==> src/rtl/rej_sample_stream_if.sv <==
// Handshake bundle for rej_sample_stream: XOF byte input stream and
// indexed coefficient output stream.
interface rej_sample_stream_if #(
    parameter int N = 256
);
    localparam int IW = $clog2(N + 1);

    logic [7:0]    in_data;
    logic          in_valid;
    logic          in_ready;
    logic [11:0]   out_data;
    logic [IW-1:0] out_idx;
    logic          out_valid;
    logic          out_ready;

    modport master (
        output in_data, in_valid, out_ready,
        input  in_ready, out_data, out_idx, out_valid
    );

    modport slave (
        input  in_data, in_valid, out_ready,
        output in_ready, out_data, out_idx, out_valid
    );
endinterface

==> src/rtl/rej_sample_stream.sv <==
// Streaming Kyber uniform rejection sampler: 3 XOF bytes -> two 12-bit
// candidates, those below Q emitted as indexed coefficients until N or budget.
module rej_sample_stream #(
    parameter int Q         = 3329,
    parameter int N         = 256,
    parameter int MAX_BYTES = 504
) (
    input  logic                 clk,
    input  logic                 rst_n,
    input  logic                 start,
    rej_sample_stream_if.slave   bus,
    output logic                 busy,
    output logic                 done,
    output logic                 fail,
    output logic [15:0]          bytes_used
);
    localparam int IW = $clog2(N + 1);

    localparam logic [1:0] IDLE    = 2'd0;
    localparam logic [1:0] COLLECT = 2'd1;
    localparam logic [1:0] EMIT    = 2'd2;
    localparam logic [1:0] DONE    = 2'd3;

    localparam logic [IW-1:0] N_LAST = IW'(N - 1);
    localparam logic [15:0]   BUDGET = 16'(MAX_BYTES);
    localparam logic [12:0]   QV     = 13'(Q);

    logic [1:0]    state;
    logic [1:0]    bsel;
    logic [7:0]    b0, b1;
    logic [11:0]   c0, c1;
    logic          v0, v1, a0, a1;
    logic [IW-1:0] count;

    logic [11:0] d1, d2;
    logic        acc1, acc2, head_acc, last_entry;

    always_comb begin
        d1         = {b1[3:0], b0};
        d2         = {bus.in_data, b1[7:4]};
        acc1       = {1'b0, d1} < QV;
        acc2       = {1'b0, d2} < QV;
        head_acc   = v0 ? a0 : a1;
        last_entry = !(v0 && v1);
    end

    // Entry 0 is always the head while valid; entry 1 follows it.
    assign bus.in_ready  = (state == COLLECT);
    assign bus.out_valid = (state == EMIT) && (v0 || v1) && head_acc;
    assign bus.out_data  = v0 ? c0 : c1;
    assign bus.out_idx   = count;
    assign busy          = (state == COLLECT) || (state == EMIT);
    assign done          = (state == DONE);

    always_ff @(posedge clk or negedge rst_n) begin
        if (!rst_n) begin
            state      <= IDLE;
            bsel       <= '0;
            b0         <= '0;
            b1         <= '0;
            c0         <= '0;
            c1         <= '0;
            v0         <= 1'b0;
            v1         <= 1'b0;
            a0         <= 1'b0;
            a1         <= 1'b0;
            count      <= '0;
            fail       <= 1'b0;
            bytes_used <= '0;
        end else begin
            case (state)
                IDLE: begin
                    if (start) begin
                        state      <= COLLECT;
                        bsel       <= '0;
                        v0         <= 1'b0;
                        v1         <= 1'b0;
                        count      <= '0;
                        fail       <= 1'b0;
                        bytes_used <= '0;
                    end
                end
                COLLECT: begin
                    if (bus.in_valid) begin
                        bytes_used <= bytes_used + 16'd1;
                        case (bsel)
                            2'd0: begin
                                b0   <= bus.in_data;
                                bsel <= 2'd1;
                            end
                            2'd1: begin
                                b1   <= bus.in_data;
                                bsel <= 2'd2;
                            end
                            default: begin
                                c0    <= d1;
                                c1    <= d2;
                                a0    <= acc1;
                                a1    <= acc2;
                                v0    <= 1'b1;
                                v1    <= 1'b1;
                                bsel  <= '0;
                                state <= EMIT;
                            end
                        endcase
                    end
                end
                EMIT: begin
                    if (v0 || v1) begin
                        // Rejects leave unconditionally; accepts leave on the output handshake.
                        if (!head_acc || bus.out_ready) begin
                            if (v0) v0 <= 1'b0;
                            else    v1 <= 1'b0;
                            if (head_acc) count <= count + IW'(1);
                            if (head_acc && count == N_LAST) begin
                                state <= DONE;
                            end else if (last_entry) begin
                                if (BUDGET != 16'd0 && bytes_used == BUDGET) begin
                                    fail  <= 1'b1;
                                    state <= DONE;
                                end else begin
                                    state <= COLLECT;
                                end
                            end
                        end
                    end else begin
                        state <= COLLECT;
                    end
                end
                default: state <= IDLE;
            endcase
        end
    end
endmodule

==> src/flat_wrapper.sv <==
// flat-port wrapper written by rule: the top's interface ports become plain ports
module rej_sample_stream_flat 
#(
    parameter int Q         = 3329,
    parameter int N         = 256,
    parameter int MAX_BYTES = 504
)
  (clk, rst_n, start, busy, done, fail, bytes_used, bus_in_data, bus_in_valid, bus_out_ready, bus_in_ready, bus_out_data, bus_out_idx, bus_out_valid);
  rej_sample_stream_if #(.N(N)) bus_i ();
  input  logic clk;
  input  logic rst_n;
  input  logic start;
  output logic busy;
  output logic done;
  output logic fail;
  output logic [15:0] bytes_used;
  input wire logic [$bits(bus_i.in_data)-1:0] bus_in_data;
  input wire logic [$bits(bus_i.in_valid)-1:0] bus_in_valid;
  input wire logic [$bits(bus_i.out_ready)-1:0] bus_out_ready;
  output wire logic [$bits(bus_i.in_ready)-1:0] bus_in_ready;
  output wire logic [$bits(bus_i.out_data)-1:0] bus_out_data;
  output wire logic [$bits(bus_i.out_idx)-1:0] bus_out_idx;
  output wire logic [$bits(bus_i.out_valid)-1:0] bus_out_valid;
  assign bus_i.in_data = bus_in_data;
  assign bus_i.in_valid = bus_in_valid;
  assign bus_i.out_ready = bus_out_ready;
  assign bus_in_ready = bus_i.in_ready;
  assign bus_out_data = bus_i.out_data;
  assign bus_out_idx = bus_i.out_idx;
  assign bus_out_valid = bus_i.out_valid;
  rej_sample_stream #(.Q(Q), .N(N), .MAX_BYTES(MAX_BYTES)) u_core (.clk(clk), .rst_n(rst_n), .start(start), .bus(bus_i), .busy(busy), .done(done), .fail(fail), .bytes_used(bytes_used));
endmodule
==> config.mk <==
export PLATFORM = sky130hd
export DESIGN_NAME = rej_sample_stream_flat
export DESIGN_NICKNAME = d
export VERILOG_FILES = /design/src/rtl/rej_sample_stream_if.sv /design/src/rtl/rej_sample_stream.sv /design/src/flat_wrapper.sv
export SDC_FILE = /design/constraint.sdc
export NUM_CORES = 1
export LEC_CHECK = 0
export ABC_AREA = 1
export CORE_AREA = 2 2 74 104
export CTS_BUF_LIST = sky130_fd_sc_hd__clkbuf_8
export DETAILED_ROUTE_END_ITERATION = 10
export DIE_AREA = 0 0 76 106
export PLACE_DENSITY = 0.83
export SYNTH_ARGS = -nofsm -noshare
export SYNTH_HDL_FRONTEND = slang
export SYNTH_SLANG_ARGS = --single-unit
==> constraint.sdc <==
create_clock -name clk -period 2.3 [get_ports clk]
set_input_delay 0.46 -clock clk [delete_from_list [all_inputs] [get_ports clk]]
set_output_delay 0.46 -clock clk [all_outputs]
set_load 0.02 [all_outputs]
==> summary.txt <==
Run status
  • Status: complete, no violations

Setup path
  • RR Startpoint: u_core.bus.out_idx[1]
  • WP data required: 1.84 ns
  • Startpoint class of the critical path: flip-flop
  • Worst EP arrival: 1.75 ns
  • Slowest stage cell on the critical path: clkdlybuf4s50_1
  • Crit path max fanout: 4
  • Worst setup path category: reg2out
  • Crit path from: u_core.state[1]
  • Reg2reg setup slack: 0.31 ns
  • Cell chain of the critical path: inv_1, ha_1, clkdlybuf4s50_1
  • CP peak stage delay: 0.60 ns
  • CP delay by family, top: buffers and inverters
  • Worst r2r path cells: 12
  • End of the worst register-to-register path: u_core.state[1]
  • Crit path buffers/inverters: 2
  • CP Capture Type: output port

CTS
  • Cts hold-fix bufs: 0
  • Clock tree buffer depth: 2
  • Clk root buf: clkbuf_8
  • Worst skew pair latency: 0.37 ns
  • CTS sink cnt: 74
  • CTS tree: built
  • CTS buffer count: 9
  • Post-CTS Setup Bufs: 0
  • Reg clk slew, reported paths: 0.08 ns
  • CTS H-tree lvls: 3

Layout
  • Fin area: 0.00483 mm²
  • Final #Nets: 605
  • Layout Utilization: 67.3%
  • Fill cells: 616
  • Antenna cells: 0
  • Non-Filler Instances: 686
  • Ratio of cells with drive above 1 in the final layout: 8.83%
  • Area grow syn2layout: 22.4%

Timing
  • Unrepaired setup endpoints after global routing: no
  • # setup viols final: 0
  • Slew margin rel.: 60.9%
  • Clk_skew: 0.00817 ns
  • Minimum clock period: 2.21 ns
  • Max Clk Rate: 452 MHz
  • Setup TNS: 0 ns
  • Hold Fails Final Rpt: 0
  • Least-Margin Pin Slew: 0.586 ns
  • Final Slew Violations: 0
  • Final Cycle Share: 96.3%

Floorplan
  • Num ports: 55
  • Die ar.: 0.00806 mm²
  • Starting Density: 55.0%
  • Cell Rows: 37
  • Die H: 106 µm
  • Die width: 76 µm
  • Core ar.: 0.00718 mm²

Pwr
  • Peak supply drop: 765 µV
  • Pleak: 2.33 nW
  • Cell Pwr Density: 1100 mW/mm²
  • Pwr Total: 5.31 mW

Routing
  • DRT Pass-1 Iters: 4
  • WL/cell: 13.7 µm
  • DRT iter0 DRCs: 250
  • Vias: 3572
  • Vias per cell: 5.21
  • Residual DRC count: 0
  • ANT nets after route: 0
  • Drt total wl: 9.39 mm

Logic synthesis
  • Synth unique cells: 37
  • Main synth FF type: dfrtp_1
  • Synth top area share: 46.9%
  • Net Count, Synth: 545
  • Post-synth EDFFs: 0
  • Post-synth top area cell: dfrtp_1
  • Post-Synthesis Cell Area: 0.00395 mm²
  • Sequential area share after synthesis: 46.9%
  • Synthesis-stage register bit count: 74
  • Most instantiated cells after synthesis: nand2_1 (168), dfrtp_1 (74), inv_1 (67), o21ai_0 (56), nor2_1 (42)
  • Synthesized instance count: 524
  • Warnings, synthesis: 0
  • Async S/R FF share, synth: 100%
  • Cell with the most instances after synthesis: nand2_1
  • Synth area leaders: dfrtp_1 (47%), nand2_1 (16%), o21ai_0 (7.1%)
  • Post-Syn Area per Cell: 7.53 µm²

Placement
  • Gp weighted congestion: 0.931
  • PortBufs: 54
  • Placed Area: 0.00460 mm²
  • Hpwl dp: 6.81 mm
  • Dpl cells: 670

Global route
  • Initial antenna violation count: 0
  • First-pass GRT wire length: 15.8 mm
  • Vias in the first global route: 3535
  • Largest net degree at the start of global routing: 75
  • Total GRT Usage: 24.8%
  • Grt total ovfl: 0

Hold path
  • Min-delay worst type: in2async

Run
  • Max Cap Violations: 0
-- worst max path at each step --
stage                                  to  slack (ns)  cells after the start
after floorplan           u_core.state[1]        0.49                     11
after global placement      bus_out_valid        0.19                      6
after detailed placement    bus_out_valid        0.15                      6
after CTS                   bus_out_valid        0.03                      6
after global routing      u_core.state[1]       0.005                     12
final                                busy        0.09                      3
-- routing by layer --
| metal | vias to the layer above | routed length, µm | global-route usage [%] | share of wire [%] |
|---|---|---|---|---|
| li1 | 1780 | - | - | - |
| met5 | - | 0 | 0 | 0 |
| met1 | 1674 | 3790 | 28.4 | 40 |
| met3 | 28 | 320 | 2.97 | 3.4 |
| met4 | 0 | 323 | 15.1 | 3.4 |
| met2 | 90 | 4950 | 44.5 | 53 |
-- final cells by class --
class / instances / area, µm² / area share (%)
repair buffers: 62 / 589 / 12.2
inverters: 72 / 273 / 5.65
flip-flops and latches: 74 / 1850 / 38.4
well taps: 97 / 121 / 2.51
clock inverters: 7 / 118 / 2.44
multi-input cells: 365 / 1750 / 36.2
clock buffers: 9 / 124 / 2.57
-- stage by stage --
stage	worst slack, ns	hold WS (ns)
finish	0.0853	0.106
floorplan	0.491	0.164
detailed placement	0.153	0.468
global placement	0.186	0.461
CTS	0.0257	0.124
global route	0.00458	0.151
-- sequential cells by signal (all words and copies together), names as in the netlist --
name                cells
u_core.a0               1
u_core.b0               8
u_core.v1               1
u_core.bsel             2
u_core.v0               1
u_core.fail             1
u_core.c0              12
u_core.bus.out_idx      9
u_core.a1               1
u_core.bytes_used      16
u_core.state            2
u_core.c1              12
u_core.b1               8
-- report_power, final --
group	total, mW	switching, mW	internal (mW)
Combinational	2.14	1.38	0.756
Sequential	1.94	0.262	1.68
Clock	1.23	0.517	0.717
-- placed cells by master (no fill, tap or decap), types with 3 or more instances in the layout --
master,instances
ha_1,8
nand3_1,26
clkbuf_8,9
inv_2,3
nand2_2,5
inv_1,67
clkinvlp_4,3
o21ai_1,3
dlygate4sd2_1,11
nor2_1,42
o21ai_0,56
dfrtp_1,72
nor2_4,4
nand4_1,17
bufinv_16,3
buf_4,7
o21ai_2,4
nor3_1,5
clkdlybuf4s50_1,41
a21oi_1,7
nand2_1,168
-- timing repair --
item | CTS | global route
endpoints found under the hold margin | 0 | 0
endpoints found under the setup margin | 12 | 2
gates resized for setup | 13 | 3
-- kinds of logic (layout without fill, tap and decap cells) --
| logic type | Yosys count | count (layout) | synth area share [%] |
|---|---|---|---|
| compound gates | 79 | 79 | 11.2 |
| mux | 1 | 1 | 0.254 |
| xor+xnor | 1 | 1 | 0.222 |
| fa+ha+maj | 8 | 8 | 2.54 |
| flops | 74 | 74 | 46.9 |
| buf+inv | 85 | 150 | 8.75 |
| simple gates | 276 | 276 | 30.1 |
No activity file was read; power rests on OpenSTA's default activity.
